### src/rtl/ps2_kbd_rx.sv
// PS/2 keyboard receiver: frame deserialiser, first-word-fall-through scan-code
// FIFO and a make/break tracker reporting the current key, held flag and press count.
module ps2_kbd_rx #(
    parameter int unsigned FIFO_DEPTH = 8,
    parameter int unsigned TIMEOUT    = 50000
) (
    input  logic       clk,
    input  logic       rst,
    input  logic       ps2_clk,
    input  logic       ps2_data,
    input  logic       nextdata_n,
    output logic       ready,
    output logic [7:0] data,
    output logic       overflow,
    output logic       frame_err,
    output logic [7:0] cur_key,
    output logic       key_down,
    output logic [7:0] key_cnt
);
    localparam int unsigned AW = $clog2(FIFO_DEPTH);
    localparam int unsigned TW = $clog2(TIMEOUT + 1);
    localparam logic [AW:0]   PTR_INC = (AW + 1)'(1);
    localparam logic [TW-1:0] TO_LAST = TW'(TIMEOUT - 1);

    typedef enum logic {ST_IDLE, ST_BREAK} key_state_t;

    logic [2:0]    clk_sync;
    logic [1:0]    data_sync;
    logic          fall;
    logic [3:0]    bit_cnt;
    logic [9:0]    shreg;
    logic [TW-1:0] to_cnt;
    logic          rx_done;
    logic [7:0]    rx_byte;

    logic [7:0]    mem [FIFO_DEPTH];
    logic [AW:0]   wr_ptr;
    logic [AW:0]   rd_ptr;
    logic          empty;
    logic          full;
    logic          pop;
    logic          push;
    key_state_t    key_state;

    // Sync flops idle high so reset never manufactures a falling edge.
    always_ff @(posedge clk) begin
        if (rst) begin
            clk_sync  <= '1;
            data_sync <= '1;
        end else begin
            clk_sync  <= {clk_sync[1:0], ps2_clk};
            data_sync <= {data_sync[0], ps2_data};
        end
    end

    assign fall = clk_sync[2] & ~clk_sync[1];

    // Bits 0..9 shift in from the top; the stop bit is judged live on the 11th edge.
    always_ff @(posedge clk) begin
        if (rst) begin
            bit_cnt   <= '0;
            shreg     <= '0;
            to_cnt    <= '0;
            rx_done   <= 1'b0;
            rx_byte   <= '0;
            frame_err <= 1'b0;
        end else begin
            rx_done   <= 1'b0;
            frame_err <= 1'b0;
            if (fall) begin
                to_cnt <= '0;
                if (bit_cnt == 4'd10) begin
                    bit_cnt <= '0;
                    if (!shreg[0] && data_sync[1] && (^shreg[9:1])) begin
                        rx_done <= 1'b1;
                        rx_byte <= shreg[8:1];
                    end else begin
                        frame_err <= 1'b1;
                    end
                end else begin
                    shreg   <= {data_sync[1], shreg[9:1]};
                    bit_cnt <= bit_cnt + 4'd1;
                end
            end else if (bit_cnt != 4'd0) begin
                if (to_cnt == TO_LAST) begin
                    bit_cnt <= '0;
                    to_cnt  <= '0;
                end else begin
                    to_cnt <= to_cnt + TW'(1);
                end
            end
        end
    end

    assign empty = (wr_ptr == rd_ptr);
    assign full  = (wr_ptr[AW] != rd_ptr[AW]) && (wr_ptr[AW-1:0] == rd_ptr[AW-1:0]);
    assign pop   = ~nextdata_n & ~empty;
    assign push  = rx_done & (~full | pop);
    assign ready = ~empty;
    assign data  = empty ? '0 : mem[rd_ptr[AW-1:0]];

    always_ff @(posedge clk) begin
        if (push) begin
            mem[wr_ptr[AW-1:0]] <= rx_byte;
        end
    end

    always_ff @(posedge clk) begin
        if (rst) begin
            wr_ptr   <= '0;
            rd_ptr   <= '0;
            overflow <= 1'b0;
        end else begin
            if (push) wr_ptr <= wr_ptr + PTR_INC;
            if (pop)  rd_ptr <= rd_ptr + PTR_INC;
            if (rx_done && !push) overflow <= 1'b1;
        end
    end

    // Key tracking sees every valid byte, even one the full FIFO dropped.
    always_ff @(posedge clk) begin
        if (rst) begin
            key_state <= ST_IDLE;
            cur_key   <= '0;
            key_down  <= 1'b0;
            key_cnt   <= '0;
        end else if (rx_done) begin
            unique case (key_state)
                ST_IDLE: begin
                    if (rx_byte == 8'hF0) begin
                        key_state <= ST_BREAK;
                    end else if (rx_byte != 8'hE0 && !(key_down && rx_byte == cur_key)) begin
                        cur_key  <= rx_byte;
                        key_down <= 1'b1;
                        key_cnt  <= key_cnt + 8'd1;
                    end
                end
                ST_BREAK: begin
                    if (rx_byte == cur_key) key_down <= 1'b0;
                    key_state <= ST_IDLE;
                end
            endcase
        end
    end
endmodule

### config.mk
export PLATFORM = sky130hd
export DESIGN_NAME = ps2_kbd_rx
export DESIGN_NICKNAME = d
export VERILOG_FILES = /design/src/rtl/ps2_kbd_rx.sv
export SDC_FILE = /design/constraint.sdc
export NUM_CORES = 1
export LEC_CHECK = 0
export CORE_MARGIN = 2
export CORE_UTILIZATION = 55
export CTS_BUF_LIST = sky130_fd_sc_hd__clkbuf_4 sky130_fd_sc_hd__clkbuf_8 sky130_fd_sc_hd__clkbuf_16
export DETAILED_ROUTE_END_ITERATION = 6
export PLACE_DENSITY = 0.71
export REMOVE_ABC_BUFFERS = 1
export SLEW_MARGIN = 20
export SYNTH_ARGS = -nofsm -noshare
export SYNTH_HDL_FRONTEND = slang
export SYNTH_SLANG_ARGS = --single-unit
### constraint.sdc
create_clock -name clk -period 3.7 [get_ports clk]
set_input_delay 0.74 -clock clk [delete_from_list [all_inputs] [get_ports clk]]
set_output_delay 0.74 -clock clk [all_outputs]
set_load 0.005 [all_outputs]
## Word level (Yosys, flattened, before mapping)

Memories as Yosys holds them, arrays and structs flattened. A register that Yosys moved wholly into a read port is not among the register bits.
Index checks and enable logic that the tools add are counted.

- Logic and storage cells: 82
- Latch bits: 0
- Input port bits: 5
- Register bits: 72
- Memories kept: 1
- ROM bits: 0
- Memory bits (writable): 64

Memory list:

| memory | depth | width | rd ports | clocked after memory_dff | wr ports | line | RTL |
|---|---|---|---|---|---|---|---|
| mem | 8 | 8 | 1 | 1 | 1 | 36 | `logic [7:0] mem [FIFO_DEPTH];` |

- $add $sub $neg: 5
- Shifts and indexed selects: 0
- Multiplexer cells: 18
- Bitwise operators: 12
- Divide/modulo/power cells: 0
- Multiply operators: 0
- Reduce and logical (&&, ||, !) cells: 20
- Magnitude comparators: 0
- Eq/ne operators: 11

Operator list:

| operator | count |
|---|---|
| adder 16 x 1 -> 16 bit (second input constant) | 1 |
| equality test 16 bit (second input constant) | 1 |
| 2-to-1 mux 16 bit | 1 |
| 2-to-1 mux 4 bit | 4 |
| adder 4 x 1 -> 4 bit (second input constant) | 3 |
| parity 9 bit | 1 |
| adder 8 x 1 -> 8 bit (second input constant) | 1 |
| equality test 8 bit | 1 |
| equality test 8 bit (second input constant) | 1 |
| 2-to-1 mux 1 bit | 8 |
| 2-to-1 mux 8 bit | 1 |
| != test 8 bit (second input constant) | 1 |
| NOT 1 bit | 8 |
| AND reduction 4 bit | 2 |
| logical AND 1 bit | 6 |
| 2-to-1 mux 3 bit | 2 |
| equality test 4 bit | 1 |
| equality test 4 bit (second input constant) | 1 |
| != test 2 bit (second input constant) | 2 |
| one-hot mux 1 bit (2 select lines) | 2 |
| AND reduction 2 bit | 2 |
| nonzero test 2 bit | 2 |
| nonzero test 4 bit | 1 |
| bitwise AND 1 bit | 3 |
| other kinds (8) | 10 |

## Depth between registers and ports, before layout

Gate-level depths: netlist of run 1.

- Word-level depth: 7
- Gate-level depth with buffers: 10
- Gate-level depth less buffers: 7

## Least setup slack after synthesis of run 1

No wires, ideal clock.

- Path kind: register to output
- From: register (tool-made name)
- To: output port data[5]
- Arrival time: 1,718 ps
- Slack: 1,242 ps
- Stages on the path, launching flop included: 6
- Path through: dfxtp_1 clkbuf_1 buf_2 mux4_2 mux2i_1 nor2_1

RTL lines:

| what | line | RTL |
|---|---|---|
| to (decl) | 13 | `output logic [7:0] data,` |

==> results of run 1 <==
==> synthesized netlist by cell type, types with 5 or more instances <==
library cell	count	area share [%]
nor2_1	70	4.5
edfxtp_1	64	33
a21oi_1	21	1.8
nand3_1	9	0.78
buf_2	6	0.52
xor2_1	17	2.6
nor2b_1	5	0.54
or2_1	5	0.54
xnor2_1	20	3.0
mux2i_1	27	4.7
and3_1	5	0.54
dfxtp_1	75	26
mux4_2	16	6.2
nor3_1	12	1.0
ha_1	7	1.5
nand2_1	32	2.1
clkbuf_1	9	0.58
inv_1	9	0.58
==> stage by stage <==
step	hold slack [ns]	power, mW	worst slack, ns
final	0.409	3.27	0.583
after global routing	0.420	3.37	0.427
after CTS	0.414	3.31	0.525
after detailed placement	0.398	1.68	1.10
after global placement	0.389	1.68	1.19
after floorplan	0.383	1.66	1.15
==> report_power, final <==
group	leakage (nW)	internal, mW	switching (mW)
combinational	1.01	0.0159	0.0278
clock	0.274	0.968	0.657
sequential	1.20	1.60	0.00487
==> sequential cells by signal, indices dropped and copies added (netlist names), 2 cells and up, named ones only <==
name       cells
rx_byte        8
mem           64
bit_cnt        4
key_cnt        8
clk_sync       3
rd_ptr         4
to_cnt        16
wr_ptr         4
cur_key        8
data_sync      2
shreg         10
==> worst min-delay path by stage <==
stage | start | endpoint | slack, ns | depth (start not counted)
floorplan | clk_sync[0]$_SDFF_PP1_ | clk_sync[1]$_SDFF_PP1_ | 0.38 | 1
CTS | clk_sync[0]$_SDFF_PP1_ | clk_sync[1]$_SDFF_PP1_ | 0.41 | 1
finish | clk_sync[0]$_SDFF_PP1_ | clk_sync[1]$_SDFF_PP1_ | 0.41 | 1
detailed placement | clk_sync[0]$_SDFF_PP1_ | clk_sync[1]$_SDFF_PP1_ | 0.40 | 1
global placement | clk_sync[0]$_SDFF_PP1_ | clk_sync[1]$_SDFF_PP1_ | 0.39 | 1
global route | clk_sync[0]$_SDFF_PP1_ | clk_sync[1]$_SDFF_PP1_ | 0.42 | 1
==> final cells by class <==
class	instances	area [um^2]	area share (%)
Sequential cell	139	3420	50.1
Multi-Input combinational cell	303	2250	32.9
Clock buffer	17	414	6.06
Timing Repair Buffer	40	375	5.49
Tap cell	136	170	2.49
Clock inverter	15	163	2.38
Inverter	10	37.5	0.549
==> logic make-up (layout without fill, tap and decap cells) <==
family,after synthesis,after routing,share of synthesized area [%]
AOI/OAI and AO/OA,37,37,3.84
xor gates and xnor gates,39,39,6.38
adders and majority gates,7,7,1.51
buffers and inverters,30,82,2.31
DFF,139,139,59.0
muxes,47,47,11.8
and+or+nand+nor,173,173,15.1
==> per-layer routing <==
metal	vias up	track usage, %
met4	0	7.51
met2	71	34.3
met5	-	0
met1	1762	26.8
li1	1777	-
met3	13	4.56
==> impl_results.md, run 1 <==
* Result of the run: complete, no violations
* Final Non-Filler Cells at 660
* Fin nets at roughly 520
* Root Driver: clkbuf_8
* Worst-skew pair later-pin latency at 0.52 ns
* Antenna violations before repair at 0
* CTS tree: built
* H-tree depth at 4
* Cell count after placement at around 630
* Element type at the critical path end: output port
* Cell area after technology mapping at between 0.005 and 0.006 mm^2
* Finished layout cell area at a little under 0.007 mm^2
* Placed cell area at about 0.0063 mm^2
* RSZ-0062 raised after global routing: no
* First-pass GRT wire length at 17900 um
* Power density of the placed cells at ~480 mW/mm^2
* Worst ir drop on vdd at ~0.32 mV
* Endpoint arrival time on the critical path at roughly 2.4 ns
* Path depth of the worst reg2reg path at 7
* Timing endpoint of the critical path: data[7]
* Most common cell after layout, fill and taps aside: dfxtp_1
* Post-synthesis cell type count at 56
* Crit Reg-Reg Endpoint: to_cnt[6]$_SDFFE_PP0P_
* Routed met1 length at around 4800 um
* Number of buffer and inverter instances along the worst setup path at 1
* Number of clock sinks at 139
* Core area at between 0.01 and 0.015 mm^2
* Setup bufs post-CTS at 0
* Required time at the worst-slack endpoint at about 3 ns
* 1st-pass router iterations at 4
* Met2 WL at 5370 um
* Detailed-route wire length at approximately 11000 um
* I/O pins at 33
* Maximum number of pins on one net before global-route repair at 61
* Initial DRC count at about 130
* Synth warnings at 0
* ANT cells at 0
* Number of max-slew violations in the final report at 0
* Initial standard-cell utilization of the core at about 56%
* Final weighted congestion in routability-driven placement at ~0.8
* Measured slew at the worst slew-check pin at 0.921 ns
* Fraction of registers with async set or reset after synthesis at 0%
* Commonest register cell after synthesis: dfxtp_1
* Chip height at 107 um
* Number of flops mapped to enable cells by yosys at between 60 and 70
* Slowest CP cell: dfxtp_1
* Vias in the first global route at between 3000 and 4000
* Critical path, cell by cell: mux4_2, mux2i_1, nor2_1, clkdlybuf4s50_1
* Layout cells sized above 1 at between 10% and 20%
* Chip width at between 100 and 150 um
* Detailed placement HPWL at between 7000 and 8000 um
* Post-route core utilization at between 60% and 70%
* Routed wire per std cell at between 15 and 20 um
* Post-synthesis sequential element count at 139
* Worst rel slew slack at 38.4%
* Minimum clock period at 3.12 ns
* # resized after CTS at 0
* Setup Viol. Count Final at 0
* Max-capacitance violation count at 0
* Remaining antenna violation count at 0
* Hold-fix buffers at CTS at 0
* Type of the tightest min-delay check: flop to flop
* Count of mapped cells out of synthesis at approximately 470
* Area of the die at approximately 0.011 mm^2
* Worst clock skew at around 0.011 ns
* Most frequent cells in the layout: 75 x dfxtp_1, 70 x nor2_1, 64 x edfxtp_1
* Number of fillers in the final layout at just under 800
* Overall Global Routing Usage at between 20% and 30%
* Remaining global-route overflow at 0
* Fmax at about 320 MHz
* DR DRC count at 0
* Fin. Hold Viols at 0
* Post-CTS clock slew at the launch and capture registers of the worst setup and hold paths at roughly 0.060 ns
* Vias per inst at approximately 5.5
* Met3 routed WL at a little over 400 um
* Launch instance of the worst register-to-register path: bit_cnt[0]$_SDFFE_PP0P_
* Kind of critical path: flop to output port
* Kind of cell with the highest combined delay on the critical path: flip-flops
* Total stage count of the critical path at 4
* Area grow syn2layout at 17.8%
* Standard-cell rows at 37
* Period utilization at 84.2%
* Port-buffer cells at 32
* Synthesized area divided by synthesized cell count at 12.3 um^2
* Minimum setup slack among reg-to-reg paths at 1.26 ns
* Total clock buffers created by CTS at 17
* Slowest cell delay on critical path at slightly below 0.8 ns
* Sum Neg Setup Slack at 0 ns
* Uppermost routed layer: met4
* DR vias at between 3000 and 4000
* Standby leakage power at about 2.5 nW
* Type of element launching the critical path: flop
* Maximum fanout encountered on the critical timing path at 16
* Sequential element share of the synthesized area at between 50% and 60%
* Clk buf depth at 2
Power figures use the tool's default switching activity.
==> run 2, diff against run 1 <==
--- a/config.mk
+++ b/config.mk
@@ -6,10 +6,10 @@
 export NUM_CORES = 1
 export LEC_CHECK = 0
 export CORE_MARGIN = 2
-export CORE_UTILIZATION = 55
+export CORE_UTILIZATION = 53
 export CTS_BUF_LIST = sky130_fd_sc_hd__clkbuf_4 sky130_fd_sc_hd__clkbuf_8 sky130_fd_sc_hd__clkbuf_16
 export DETAILED_ROUTE_END_ITERATION = 6
-export PLACE_DENSITY = 0.71
+export PLACE_DENSITY = 0.72
 export REMOVE_ABC_BUFFERS = 1
 export SLEW_MARGIN = 20
 export SYNTH_ARGS = -nofsm -noshare
==> constraint.sdc (replaced) <==
create_clock -name clk -period 2.7 [get_ports clk]
set_input_delay 0.54 -clock clk [delete_from_list [all_inputs] [get_ports clk]]
set_output_delay 0.54 -clock clk [all_outputs]
set_load 0.005 [all_outputs]
==> run 2 against run 1 <==
Net effect:
- power is 43% higher
- sequential share of layout area down 1.6 points
- die area is 3.6% higher
- count of clock-buffer cells in the layout is 1 higher
- clock skew decreased by 0.0046 ns
- non-clock buffer count is 17 higher
- combinational power grew 49%
- final cell count rose by 3.2%
- critical path depth up 2
- via count is 1.2% higher
- global-route usage down 0.31 points
- first-iteration DRC count increased by 24%
- critical endpoint unchanged
==> impl_results.md, run 2 (synthesis gave the netlist of run 1 again) <==
* Worst rel slew slack at 41.5%
* Fin. Hold Viols at 0
* Sum Neg Setup Slack at 0 ns
* ANT cells at 0
* Number of clock sinks at 139
* Setup Viol. Count Final at 0
* Max-capacitance violation count at 0
* Required time at the worst-slack endpoint at about 2.2 ns
* I/O pins at 33
* Chip height at around 110 um
* Number of max-slew violations in the final report at 0
* Initial standard-cell utilization of the core at between 50% and 60%
* Final weighted congestion in routability-driven placement at a little under 0.8
* Power density of the placed cells at about 660 mW/mm^2
* Layout cells sized above 1 at 16.8%
* Worst ir drop on vdd at roughly 0.37 mV
* Most common cell after layout, fill and taps aside: dfxtp_1
* Core area at approximately 0.011 mm^2
* Port-buffer cells at 32
* Fin nets at 540
* Number of buffer and inverter instances along the worst setup path at 3
* Standard-cell rows at 38
* Most frequent cells in the layout: 72 x dfxtp_1, 70 x nor2_1, 64 x edfxtp_1
* Fmax at approximately 390 MHz
* Remaining antenna violation count at 0
* Minimum setup slack among reg-to-reg paths at around 0.47 ns
* CTS tree: built
* Area of the die at approximately 0.012 mm^2
* Critical path, cell by cell: buf_16, buf_6, mux4_2, mux2i_1, nor2_1, dlygate4sd2_1
* Remaining global-route overflow at 0
* Start point of the worst hold path: clk_sync[0]$_SDFF_PP1_
* 1st-pass router iterations at 4
* Period utilization at 96.1%
* Routed wire per std cell at ~16 um
* Number of flip-flops under the largest register name at between 60 and 70
* Overall Global Routing Usage at between 20% and 30%
* Crit Reg-Reg Endpoint: mem[7][2]$_DFFE_PP_
* H-tree depth at 4
* Final Non-Filler Cells at about 700
* Standby leakage power at 2.63 nW
* First-pass GRT wire length at ~18000 um
* Detailed-route wire length at ~11000 um
* Worst-skew pair later-pin latency at ~0.51 ns
* Initial DRC count at 164
* Post-CTS clock slew at the launch and capture registers of the worst setup and hold paths at ~0.06 ns
* DR vias at about 3700
* Total clock buffers created by CTS at 17
* Endpoint arrival time on the critical path at around 2.1 ns
* Measured slew at the worst slew-check pin at 0.874 ns
* Type of the tightest min-delay check: flop to flop
* RSZ-0062 raised after global routing: no
* Slowest CP cell: mux4_2
* Kind of cell with the highest combined delay on the critical path: multiplexers
* DR DRC count at 0
* Type of element launching the critical path: flop
* Vias in the first global route at roughly 3600
* Vias per inst at about 5.4
* Capture endpoint of the worst hold path: clk_sync[1]$_SDFF_PP1_
* Root Driver: clkbuf_8
* Slowest cell delay on critical path at roughly 0.49 ns
* Element type at the critical path end: output port
* Worst Hold Path Cells at 1
* Launch instance of the worst register-to-register path: wr_ptr[1]$_SDFFE_PP0P_
* Power consumption at 4.68 mW
* Detailed placement HPWL at 7240 um
* Kind of critical path: flop to output port
* Area grow syn2layout at 21.8%
* Antenna violations before repair at 0
* Minimum clock period at between 2 and 3 ns
* Worst clock skew at 0.00672 ns
* Path depth of the worst reg2reg path at 4
* Maximum fanout encountered on the critical timing path at 4
* Cell count after placement at approximately 640
* Chip width at roughly 110 um
* Maximum number of pins on one net before global-route repair at 39
* Minimum hold slack at 0.411 ns
* Clk buf depth at 2
* Result of the run: complete, no violations
## run 2: cell count changes in the layout (fill, tap and decap cells not counted), sizes merged, moves of 3 or more
cell           delta
dlygate4sd2       +5
clkdlybuf4s50     -8
buf              +17
inv               -5
clkbuf            +3
bufinv            +3
## run 2: worst reg2reg max path, cell delays in order (launching register included)
cell and delay, ns:
dfxtp_1 0.48, xor2_1 0.24, or3_1 0.19, o211ai_1 0.21, nor2_1 0.74
## run 2: area by class of cell
type                            instances  area, um^2
Clock buffer                           18         422
Clock inverter                         14         201
Fill cell                             817        3680
Inverter                               10        37.5
Multi-Input combinational cell        303        2260
Sequential cell                       139        3430
Tap cell                              140         175
Timing Repair Buffer                   57         547
## run 2: how the worst max path moves through the flow
stage,end,depth (start not counted),startpoint,slack (ns)
2_1_floorplan,data[0],3,wr_ptr[0]$_SDFFE_PP0P_,0.35
3_3_place_gp,mem[2][1]$_DFFE_PP_,4,nextdata_n,0.23
3_5_place_dp,mem[2][7]$_DFFE_PP_,4,nextdata_n,0.09
4_1_cts,data[2],6,flop,0.02
5_1_grt,data[6],6,flop,0.007
6_report,data[7],6,flop,0.11
## run 2: metrics by stage
step	worst slack (ns)	utilization [%]	instance area [um^2]
floorplan	0.353	-	5710
global placement	0.234	59.3	6370
detailed placement	0.0858	59.3	6370
CTS	0.0222	65.6	7050
global route	0.00654	65.8	7070
finish	0.105	65.8	7070
## run 2: report_power, final
| part | total, mW | switching, mW | internal [mW] | leakage, nW |
|---|---|---|---|---|
| Clock | 2.42 | 0.832 | 1.59 | 0.293 |
| Sequential | 2.20 | 0.00720 | 2.19 | 1.20 |
| Combinational | 0.0652 | 0.0385 | 0.0266 | 1.14 |
| Total | 4.68 | 0.878 | 3.80 | 2.63 |
## run 2: repair_timing
| action | 4_1_cts | 5_1_grt |
|---|---|---|
| setup buffers | 3 | 2 |
| gates resized for setup | 16 | 6 |
| endpoints found under the setup margin | 8 | 6 |
| cloned | 1 | 0 |
| hold buffers | 0 | 0 |
## run 2: routing by layer
layer / up-vias / wire length, um / global-route usage [%]
li1: 1809 / - / -
met1: 1797 / 4720 / 25.2
met2: 51 / 5820 / 34.8
met3: 8 / 328 / 5.14
met4: 0 / 121 / 7.05
met5: - / 0 / 0
==> run 3, diff against run 2 <==
--- a/config.mk
+++ b/config.mk
@@ -11,6 +11,7 @@
 export DETAILED_ROUTE_END_ITERATION = 6
 export PLACE_DENSITY = 0.72
 export REMOVE_ABC_BUFFERS = 1
+export SKIP_LAST_GASP = 1
 export SLEW_MARGIN = 20
 export SYNTH_ARGS = -nofsm -noshare
 export SYNTH_HDL_FRONTEND = slang
==> run 3 against run 2 <==
Net effect:
- sequential share of layout area is essentially flat
- wire length grew 0.79%
- utilization is essentially flat
- clock power is essentially flat
- die area is the same
- sequential power is essentially flat
- power is essentially flat
- flip-flop and latch count is the same
- design area is essentially flat
- first-iteration DRC count is the same
- setup slack lost 0.078 ns
- critical endpoint is now data[2]
==> impl_results.md, run 3 (synthesis gave the netlist of run 1 again) <==
* Worst rel slew slack at about two fifths
* Standby leakage power at 2.64 nW
* Result of the run: complete, no violations
* First-pass GRT wire length at 18000 um
* Maximum fanout encountered on the critical timing path at 5
* Minimum clock period at ~2.7 ns
* Type of element launching the critical path: flop
* Path depth of the worst reg2reg path at 4
* Logic gate share of total power at approximately 1.4%
* Max-capacitance violation count at 0
* Maximum number of pins on one net before global-route repair at 39
* Seq pwr share at 47.0%
* Initial standard-cell utilization of the core at between 50% and 60%
* Power density of the placed cells at around 660 mW/mm^2
* Number of max-slew violations in the final report at 0
* Fin. Hold Viols at 0
* Power consumption at roughly 4.7 mW
* Met2 WL at between 5000 and 6000 um
* Vias in the first global route at 3639
* Chip width at ~110 um
* Antenna violations before repair at 0
* Minimum setup slack among reg-to-reg paths at between 0.4 and 0.5 ns
* Measured slew at the worst slew-check pin at roughly 0.88 ns
* Detailed placement HPWL at roughly 7200 um
* Crit Reg-Reg Endpoint: mem[7][2]$_DFFE_PP_
* DR vias at 3665
* Routed wire per std cell at about 16 um
* Fmax at around 370 MHz
* Post-CTS clock slew at the launch and capture registers of the worst setup and hold paths at about 0.060 ns
* Routed met1 length at roughly 4700 um
* Fin nets at 540
* Port-buffer cells at 32
* Detailed-route wire length at 11100 um
* Cell count after placement at 643
* Area grow syn2layout at 21.8%
* 1st-pass router iterations at 4
* Area of the die at ~0.012 mm^2
* Slowest CP cell: mux4_2
* Most common cell after layout, fill and taps aside: dfxtp_1
* Sw Share at a little under a fifth
* I/O pins at 33
* Post-route core utilization at between 60% and 70%
* Met3 routed WL at around 360 um
* Hold-fix buffers at CTS at 0
* Uppermost routed layer: met4
* Chip height at 109 um
* Remaining antenna violation count at 0
* Critical path, cell by cell: buf_16, buf_6, mux4_2, mux2i_1, nor2_1, clkdlybuf4s15_1
* Number of clock sinks at between 100 and 150
* Most frequent cells in the layout: 72 x dfxtp_1, 70 x nor2_1, 64 x edfxtp_1
* Layout cells sized above 1 at 16.5%
* Net switching power at slightly below 0.9 mW
* Minimum hold slack at roughly 0.41 ns
* Number of flip-flops under the largest register name at 64
* Internal power at about 3.8 mW
* Endpoint arrival time on the critical path at 2.13 ns
* Initial DRC count at about 160
* Worst clock skew at between 0.01 and 0.015 ns
* Vias per inst at ~5.4
* Standard-cell rows at 38
* Slowest cell delay on critical path at between 0.4 and 0.5 ns
* Launch instance of the worst register-to-register path: wr_ptr[1]$_SDFFE_PP0P_
* Clk buf depth at 2
* Worst-skew pair later-pin latency at roughly 0.52 ns
* H-tree depth at 4
* Clock share of power at 51.6%
* Setup Viol. Count Final at 0
* Core area at around 0.011 mm^2
* ANT cells at 0
* CTS tree: built
* Type of the tightest min-delay check: flop to flop
* Period utilization at 99.0%
* Required time at the worst-slack endpoint at roughly 2.2 ns
* Worst ir drop on vdd at 0.361 mV
* Timing endpoint of the critical path: data[2]
* DR DRC count at 0
* Kind of critical path: flop to output port
* Overall Global Routing Usage at a little over 20%
* Element type at the critical path end: output port
* Final weighted congestion in routability-driven placement at 0.785
* Remaining global-route overflow at 0
* Total clock buffers created by CTS at 17
* Root Driver: clkbuf_8
* Final Non-Filler Cells at between 600 and 700
## run 3: area by class of cell
class	instances	area (um^2)
Timing Repair Buffer	57	548
Multi-Input combinational cell	303	2260
Tap cell	140	175
Fill cell	822	3680
Clock buffer	18	422
Clock inverter	14	201
Sequential cell	139	3430
Inverter	10	37.5
## run 3: metrics by stage
stage	TNS, ns	instance area, um^2	setup slack, ns
final	0	7070	0.0273
after floorplan	0	5710	0.353
after global routing	-0.0248	7070	-0.0248
after global placement	0	6370	0.234
after CTS	-0.0933	7040	-0.0506
after detailed placement	0	6370	0.0858
## run 3: worst min path at each step
stage | start | to | slack [ns] | cells past startpoint
3_3_place_gp | clk_sync[0]$_SDFF_PP1_ | clk_sync[1]$_SDFF_PP1_ | 0.39 | 1
5_1_grt | clk_sync[0]$_SDFF_PP1_ | clk_sync[1]$_SDFF_PP1_ | 0.42 | 1
2_1_floorplan | clk_sync[0]$_SDFF_PP1_ | clk_sync[1]$_SDFF_PP1_ | 0.38 | 1
4_1_cts | clk_sync[0]$_SDFF_PP1_ | clk_sync[1]$_SDFF_PP1_ | 0.42 | 1
6_report | clk_sync[0]$_SDFF_PP1_ | clk_sync[1]$_SDFF_PP1_ | 0.41 | 1
3_5_place_dp | clk_sync[0]$_SDFF_PP1_ | clk_sync[1]$_SDFF_PP1_ | 0.40 | 1
## run 3: power by group through the flow
stage               registers, mW  clock network (mW)  logic [mW]
floorplan                    2.24                   0      0.0303
global placement             2.24                   0      0.0643
detailed placement           2.24                   0      0.0659
CTS                          2.20                2.45      0.0662
global route                 2.20                2.56      0.0731
finish                       2.20                2.42      0.0653
## run 3: worst max-delay path, delay by kind of cell (launching register included)
| family | cells | cell delay [ns] |
|---|---|---|
| mux | 2 | 0.70 |
| buf+inv | 3 | 0.44 |
| flops | 1 | 0.39 |
| simple gates | 1 | 0.09 |
## run 3: timing repair
action                     4_1_cts  5_1_grt
resized for setup               12        5
setup endpoints to repair        8        6
buffers inserted                 3        3
gates cloned                     1        0
## run 3: routing by layer
metal  global-route usage [%]  vias to the layer above
met1                     25.2                     1795
met4                     7.05                        0
li1                         -                     1805
met2                     34.8                       57
met3                     5.14                        8
met5                        0                        -
